## src/rtl/dma_pkg.sv

```systemverilog
// Shared types and constants for the word-copy DMA controller.
package dma_pkg;

   localparam int WORD_BYTES      = 4;
   localparam int DEFAULT_TIMEOUT = 255;

   typedef enum logic [2:0] {
      ST_IDLE   = 3'd0,
      ST_RD     = 3'd1,
      ST_WR_GAP = 3'd2,
      ST_WR     = 3'd3,
      ST_RD_GAP = 3'd4,
      ST_FIN    = 3'd5
   } state_t;

endpackage

```

## src/rtl/dma_xfer_ctrl_if.sv

```systemverilog
// Wishbone classic bus bundle between the DMA master and a memory slave.
interface dma_xfer_ctrl_if;

   // Handshake: a request is live while cyc && stb; the master holds adr/we/sel/dat_w
   // stable until the slave answers with a single-cycle ack (done) or err (abort).
   logic        cyc;
   logic        stb;
   logic        we;
   logic [31:0] adr;
   logic [31:0] dat_w;
   logic [3:0]  sel;
   logic [31:0] dat_r;
   logic        ack;
   logic        err;

   modport master (
      output cyc, stb, we, adr, dat_w, sel,
      input  dat_r, ack, err
   );

   modport slave (
      input  cyc, stb, we, adr, dat_w, sel,
      output dat_r, ack, err
   );

endinterface

```

## src/rtl/dma_timeout_cnt.sv

```systemverilog
// Counts cycles spent waiting on a bus response; expire fires on the LIMIT-th cycle.
module dma_timeout_cnt #(
   parameter int LIMIT = 255
) (
   input  logic i_clk,
   input  logic i_rst,
   input  logic load,
   input  logic en,
   output logic expire
);

   localparam int CW = $clog2(LIMIT + 1);

   logic [CW-1:0] cnt;

   always_ff @(posedge i_clk) begin
      if (i_rst || load) begin
         cnt <= '0;
      end else if (en && !expire) begin
         cnt <= cnt + CW'(1);
      end
   end

   assign expire = en && !load && (cnt == CW'(LIMIT - 1));

endmodule

```

## src/rtl/dma_xfer_ctrl.sv

```systemverilog
// Single-channel word-copy DMA: reads one word, writes it, repeats, with abort on err/timeout.
module dma_xfer_ctrl
   import dma_pkg::*;
#(
   parameter int TIMEOUT   = DEFAULT_TIMEOUT,
   parameter int LEN_WIDTH = 16
) (
   input  logic                 i_clk,
   input  logic                 i_rst,
   input  logic                 i_go,
   input  logic                 i_ie,
   input  logic [31:0]          i_src_addr,
   input  logic [31:0]          i_dst_addr,
   input  logic [LEN_WIDTH-1:0] i_len,
   input  logic                 i_done_if,
   output logic                 o_busy,
   output logic                 o_done_if_set,
   output logic                 o_err,
   output logic                 o_irq,
   output state_t               o_dbg_state,
   dma_xfer_ctrl_if.master      wb
);

   state_t               state;
   logic                 go_q;
   logic                 go_armed;
   logic [31:0]          src_ptr;
   logic [31:0]          dst_ptr;
   logic [LEN_WIDTH-1:0] count;
   logic [31:0]          buffer;
   logic                 cyc_q, stb_q, we_q;
   logic [31:0]          adr_q, dat_w_q;
   logic [3:0]           sel_q;
   logic                 busy_q, done_q, err_q;
   logic                 go_rise;
   logic                 tmo_en, tmo_expire;

   // go_armed stays low after reset until go is seen low, so a go held across reset cannot start.
   assign go_rise = i_go && !go_q && go_armed;
   assign tmo_en  = (state == ST_RD) || (state == ST_WR);

   dma_timeout_cnt #(.LIMIT(TIMEOUT)) u_tmo (
      .i_clk  (i_clk),
      .i_rst  (i_rst),
      .load   (!tmo_en),
      .en     (tmo_en),
      .expire (tmo_expire)
   );

   always_ff @(posedge i_clk) begin
      if (i_rst) begin
         state    <= ST_IDLE;
         go_q     <= 1'b0;
         go_armed <= 1'b0;
         src_ptr  <= '0;
         dst_ptr  <= '0;
         count    <= '0;
         buffer   <= '0;
         cyc_q    <= 1'b0;
         stb_q    <= 1'b0;
         we_q     <= 1'b0;
         adr_q    <= '0;
         dat_w_q  <= '0;
         sel_q    <= '0;
         busy_q   <= 1'b0;
         done_q   <= 1'b0;
         err_q    <= 1'b0;
      end else begin
         go_q     <= i_go;
         go_armed <= go_armed || !i_go;
         done_q   <= 1'b0;
         case (state)
            ST_IDLE: begin
               if (go_rise) begin
                  src_ptr <= i_src_addr;
                  dst_ptr <= i_dst_addr;
                  count   <= i_len;
                  err_q   <= 1'b0;
                  busy_q  <= 1'b1;
                  if (i_len == '0) begin
                     state  <= ST_FIN;
                     done_q <= 1'b1;
                  end else begin
                     state <= ST_RD;
                     cyc_q <= 1'b1;
                     stb_q <= 1'b1;
                     we_q  <= 1'b0;
                     adr_q <= i_src_addr;
                     sel_q <= 4'hF;
                  end
               end
            end
            ST_RD: begin
               // err is tested first so it wins over a coincident ack.
               if (wb.err || tmo_expire) begin
                  cyc_q  <= 1'b0;
                  stb_q  <= 1'b0;
                  sel_q  <= '0;
                  err_q  <= 1'b1;
                  done_q <= 1'b1;
                  state  <= ST_FIN;
               end else if (wb.ack) begin
                  buffer <= wb.dat_r;
                  cyc_q  <= 1'b0;
                  stb_q  <= 1'b0;
                  sel_q  <= '0;
                  state  <= ST_WR_GAP;
               end
            end
            ST_WR_GAP: begin
               cyc_q   <= 1'b1;
               stb_q   <= 1'b1;
               we_q    <= 1'b1;
               adr_q   <= dst_ptr;
               dat_w_q <= buffer;
               sel_q   <= 4'hF;
               state   <= ST_WR;
            end
            ST_WR: begin
               if (wb.err || tmo_expire) begin
                  cyc_q  <= 1'b0;
                  stb_q  <= 1'b0;
                  we_q   <= 1'b0;
                  sel_q  <= '0;
                  err_q  <= 1'b1;
                  done_q <= 1'b1;
                  state  <= ST_FIN;
               end else if (wb.ack) begin
                  src_ptr <= src_ptr + 32'(WORD_BYTES);
                  dst_ptr <= dst_ptr + 32'(WORD_BYTES);
                  count   <= count - LEN_WIDTH'(1);
                  cyc_q   <= 1'b0;
                  stb_q   <= 1'b0;
                  we_q    <= 1'b0;
                  sel_q   <= '0;
                  if (count == LEN_WIDTH'(1)) begin
                     done_q <= 1'b1;
                     state  <= ST_FIN;
                  end else begin
                     state <= ST_RD_GAP;
                  end
               end
            end
            ST_RD_GAP: begin
               cyc_q <= 1'b1;
               stb_q <= 1'b1;
               we_q  <= 1'b0;
               adr_q <= src_ptr;
               sel_q <= 4'hF;
               state <= ST_RD;
            end
            ST_FIN: begin
               busy_q <= 1'b0;
               state  <= ST_IDLE;
            end
            default: begin
               busy_q <= 1'b0;
               state  <= ST_IDLE;
            end
         endcase
      end
   end

   assign wb.cyc        = cyc_q;
   assign wb.stb        = stb_q;
   assign wb.we         = we_q;
   assign wb.adr        = adr_q;
   assign wb.dat_w      = dat_w_q;
   assign wb.sel        = sel_q;
   assign o_busy        = busy_q;
   assign o_done_if_set = done_q;
   assign o_err         = err_q;
   assign o_irq         = i_ie && i_done_if;
   assign o_dbg_state   = state;

endmodule

```

## src/flat_wrapper.sv

```systemverilog
// flat-port wrapper written by rule: the top's interface ports become plain ports
module dma_xfer_ctrl_flat import dma_pkg::*;
#(
   parameter int TIMEOUT   = DEFAULT_TIMEOUT,
   parameter int LEN_WIDTH = 16
)
  (i_clk, i_rst, i_go, i_ie, i_src_addr, i_dst_addr, i_len, i_done_if, o_busy, o_done_if_set, o_err, o_irq, o_dbg_state, wb_cyc, wb_stb, wb_we, wb_adr, wb_dat_w, wb_sel, wb_dat_r, wb_ack, wb_err);
  dma_xfer_ctrl_if wb_i ();
  input  logic i_clk;
  input  logic i_rst;
  input  logic i_go;
  input  logic i_ie;
  input  logic [31:0] i_src_addr;
  input  logic [31:0] i_dst_addr;
  input  logic [LEN_WIDTH-1:0] i_len;
  input  logic i_done_if;
  output logic o_busy;
  output logic o_done_if_set;
  output logic o_err;
  output logic o_irq;
  output state_t o_dbg_state;
  output wire logic [$bits(wb_i.cyc)-1:0] wb_cyc;
  output wire logic [$bits(wb_i.stb)-1:0] wb_stb;
  output wire logic [$bits(wb_i.we)-1:0] wb_we;
  output wire logic [$bits(wb_i.adr)-1:0] wb_adr;
  output wire logic [$bits(wb_i.dat_w)-1:0] wb_dat_w;
  output wire logic [$bits(wb_i.sel)-1:0] wb_sel;
  input wire logic [$bits(wb_i.dat_r)-1:0] wb_dat_r;
  input wire logic [$bits(wb_i.ack)-1:0] wb_ack;
  input wire logic [$bits(wb_i.err)-1:0] wb_err;
  assign wb_cyc = wb_i.cyc;
  assign wb_stb = wb_i.stb;
  assign wb_we = wb_i.we;
  assign wb_adr = wb_i.adr;
  assign wb_dat_w = wb_i.dat_w;
  assign wb_sel = wb_i.sel;
  assign wb_i.dat_r = wb_dat_r;
  assign wb_i.ack = wb_ack;
  assign wb_i.err = wb_err;
  dma_xfer_ctrl #(.TIMEOUT(TIMEOUT), .LEN_WIDTH(LEN_WIDTH)) u_core (.i_clk(i_clk), .i_rst(i_rst), .i_go(i_go), .i_ie(i_ie), .i_src_addr(i_src_addr), .i_dst_addr(i_dst_addr), .i_len(i_len), .i_done_if(i_done_if), .o_busy(o_busy), .o_done_if_set(o_done_if_set), .o_err(o_err), .o_irq(o_irq), .o_dbg_state(o_dbg_state), .wb(wb_i));
endmodule
```

## config.mk

```make
export PLATFORM = sky130hd
export DESIGN_NAME = dma_xfer_ctrl_flat
export DESIGN_NICKNAME = d
export VERILOG_FILES = /design/src/rtl/dma_pkg.sv /design/src/rtl/dma_xfer_ctrl_if.sv /design/src/rtl/dma_timeout_cnt.sv /design/src/rtl/dma_xfer_ctrl.sv /design/src/flat_wrapper.sv
export SDC_FILE = /design/constraint.sdc
export NUM_CORES = 1
export LEC_CHECK = 0
export ABC_AREA = 1
export ABC_CLOCK_PERIOD_IN_PS = 3200
export CAP_MARGIN = 5
export CELL_PAD_IN_SITES_DETAIL_PLACEMENT = 0
export CELL_PAD_IN_SITES_GLOBAL_PLACEMENT = 1
export CORE_MARGIN = 2
export CORE_UTILIZATION = 36
export DETAILED_ROUTE_END_ITERATION = 10
export PLACE_DENSITY_LB_ADDON = 0.1
export SYNTH_ARGS = -nofsm -noshare
export SYNTH_HDL_FRONTEND = slang
export SYNTH_HIERARCHICAL = 1
export SYNTH_SLANG_ARGS = --single-unit
```

## constraint.sdc

```tcl
create_clock -name i_clk -period 3.2 [get_ports i_clk]
set_input_delay 0.48 -clock i_clk [delete_from_list [all_inputs] [get_ports i_clk]]
set_output_delay 0.48 -clock i_clk [all_outputs]
set_load 0.1 [all_outputs]
```

==> impl_metrics.py <==
metrics = {
    "min_path": {
        "min_path_type": "flop to flop",
        "hp-start": "u_core/o_err$_SDFFE_PP0P_",
    },
    "finish": {
        "most-common-layout-cells": "502 x nand2_1, 399 x nor2_1, 194 x dfxtp_1",
        "final_common_cell": "nand2_1",
        "area_delta_synth_final_pct": 25.5,
        "utilization_pct": 45.7,
        "layout-drive-gt1-share_pct": 6.56,
        "n_fill_cell": 3229,
        "final_nets": 2049,
    },
    "clock_network": {
        "ctsLongestPathBuffers": 2,
        "cts_sinks": 194,
        "postCtsSetupBuffers": 0,
        "cts_tree": "built",
        "clk_pin_slew_ps": 90,
        "root_buffer": "clkbuf_16",
        "insertion_delay_ps": 460,
        "numCtsBuffers": 17,
        "cts-htree-levels": 4,
    },
    "drt": {
        "dr.first_iter.drc_count": 811,
        "vias": 11500,
        "ant_nets": 0,
        "dr.pass1.iters": 5,
        "routedWlPerCell_um": 15.9,
        "via_per_inst": 4.95,
        "m1WireLength_um": 16200,
        "top_layer_used": "met5",
        "drc": 0,
        "wl_met3_um": 2370,
        "finalWirelength_um": 37100,
        "wl_met2_um": 17600,
    },
    "critical_path": {
        "crit_start": "u_core/o_dbg_state[0]$_SDFFE_PP0P_",
        "r2r_start": "u_core/o_dbg_state[0]$_SDFFE_PP0P_",
        "critPathLaunchType": "flop",
        "r2r_slack_ps": 440,
        "rr_worst_depth": 13,
        "critPathArrivalTime_ps": 3050,
        "cp_max_fo": 38,
        "worst-setup-path-type": "flop to flop",
        "required_ps": 3490,
        "crit_path_end_kind": "flop",
        "reg2reg_to": "u_core/dst_ptr[15]$_SDFFE_PP0P_",
        "crit_end": "u_core/dst_ptr[15]$_SDFFE_PP0P_",
    },
    "floorplanning": {
        "die_area_um2": 31200,
        "io-pin-count": 197,
        "die_h_um": 177,
        "core_area_um2": 29500,
        "die_x_um": 177,
        "num_rows": 63,
        "initial_utilization_pct": 36.4,
    },
    "sta": {
        "maxSlewHeadroom_pct": 33.3,
        "rsz0062_at_grt": "no",
        "tightest_slew_ps": 997,
        "post-route-period-util_pct": 86.2,
        "setup_violations": 0,
        "finalClockSkew_ps": 23.0,
        "layout_setup_ws_ps": 440,
        "slew_violations": 0,
        "max_freq_mhz": 362,
        "hold_viol": 0,
        "period_needed_ps": 2760,
        "tns_ps": 0,
    },
    "global_route": {
        "track_usage_pct": 23.5,
        "grt_pass1_vias": 10600,
        "antenna_found_initial": 5,
        "grt_pass1_wl_um": 57300,
        "grt_max_degree": 116,
        "overflow": 0,
    },
    "synthesis": {
        "synth_xor_area_share_pct": 0,
        "synth_mux_area_share_pct": 0,
        "synthAdderAreaFrac_pct": 0.700,
        "syn_avg_cell_area_um2": 6.03,
        "synth_top_family_by_area": "simple AND/OR/NAND/NOR gates",
        "synth.top_cell.area_share_pct": 36.2,
        "syn-num-nets": 1904,
        "synth.area.top_cells": "dfxtp_1 36%, nand2_1 18%, nor2_1 14%, o21ai_0 6.1%, inv_1 5.5%",
        "synth-seq-cells": 194,
        "seq_area_frac_synth_pct": 36.2,
        "synth_cell_types": 28,
        "synthSimpleGateAreaFrac_pct": 39.7,
        "netlist_instances": 1779,
        "synth_compound_area_share_pct": 13.7,
        "yosys_warnings": 6,
        "yosys.area.top_type": "dfxtp_1",
        "synth_area_um2": 10700,
    },
    "power_and_ir_drop": {
        "p_leak_nw": 5.24,
        "peakVddDrop_mv": 0.331,
        "power_density_nw_per_um2": 527,
    },
    "run_status": {
        "outcome": "completed",
    },
    "placed_design": {
        "io_buffer_count": 196,
        "place_congestion": 0.875,
        "preCtsSetupSlack_ps": 352,
        "hpwl_um": 27100,
    },
    "run": {
        "drv_cap": 0,
    },
}
-- cell usage after synthesis --
master	count
a211oi_1	2
a21oi_1	98
a31oi_1	4
buf_1	1
buf_2	26
buf_4	7
buf_6	5
clkbuf_1	51
dfxtp_1	194
ha_1	6
inv_1	157
inv_2	5
nand2_1	503
nand2_2	4
nand3_1	113
nand3_2	2
nand3b_1	9
nand4_1	12
nor2_1	399
nor2_2	2
nor2_4	4
nor3_1	8
nor4b_1	1
o211ai_1	8
o21ai_0	130
o221ai_1	24
o22ai_1	2
or2_2	2
-- stage by stage --
stage | cell area [um^2] | power [mW] | cells | hold WS (ps)
floorplan | 10700 | 4.24 | 1779 | 436
global placement | 12800 | 4.78 | 2295 | 451
detailed placement | 12800 | 4.79 | 2295 | 458
CTS | 13500 | 7.16 | 2327 | 470
global route | 13500 | 7.46 | 2327 | 500
finish | 13500 | 7.09 | 2328 | 472
-- flip-flops by register name, summed over array words and instances (netlist names), 3 cells and up --
register            cells
u_core/src_ptr         32
u_core/count           16
u_core/wb.dat_w        32
u_core/buffer          32
u_core/dst_ptr         32
u_core/o_dbg_state      3
u_core/u_tmo/cnt        8
u_core/wb.adr          32
-- critical path, stage by stage (launching register included) --
cell,delay [ps]
dfxtp_1,470
inv_1,110
nor2_4,210
inv_1,120
nand3b_1,190
nor4b_1,270
nor2_1,170
a21oi_1,270
nor2_4,50
inv_2,280
buf_12,260
nor2_1,60
nand2_1,50
a21oi_1,60
-- cell type report --
type	instances	area [um^2]	area share, %
Clock buffer	17	425	3.16
Timing Repair Buffer	216	2020	15.0
Inverter	162	608	4.52
Sequential cell	194	3880	28.9
Tap cell	390	488	3.63
Clock inverter	15	225	1.67
Multi-Input combinational cell	1333	5810	43.2
Antenna cell	1	2.50	0.0186
-- power breakdown --
| part | total (mW) | switching [mW] | internal [mW] |
|---|---|---|---|
| combinational | 1.94 | 1.38 | 0.563 |
| clock | 2.35 | 1.24 | 1.11 |
| sequential | 2.80 | 0.183 | 2.62 |
-- timing repair --
item / CTS / global route
hold buffers: 0 / 0
setup endpoints to repair: 0 / 1
gates resized for setup: 0 / 1
-- layer usage --
layer / track usage, % / vias up
met5: 0 / -
met4: 7.16 / 4
met3: 5.04 / 40
met2: 39.8 / 306
met1: 30.0 / 5226
li1: - / 5944
-- logic make-up (layout without fill, tap and decap cells) --
| family | Yosys count | after routing |
|---|---|---|
| buffers and inverters | 252 | 410 |
| adder cells (fa/ha/maj) | 6 | 6 |
| flip-flops | 194 | 194 |
| AND/OR/NAND/NOR | 1059 | 1059 |
| AO/OA/AOI/OAI | 268 | 268 |
| other | 0 | 1 |
-- worst min path at each step --
| stage | end | slack (ps) | depth (start not counted) |
|---|---|---|---|
| floorplan | u_core/dst_ptr[0]$_SDFFE_PP0P_ | 440 | 2 |
| global placement | u_core/src_ptr[0]$_SDFFE_PP0P_ | 450 | 2 |
| detailed placement | u_core/dst_ptr[1]$_SDFFE_PP0P_ | 460 | 2 |
| CTS | u_core/dst_ptr[1]$_SDFFE_PP0P_ | 470 | 2 |
| global route | u_core/go_armed$_SDFF_PP0_ | 500 | 2 |
| finish | u_core/o_err$_SDFFE_PP0P_ | 470 | 2 |
No activity file was read; power rests on OpenSTA's default activity.
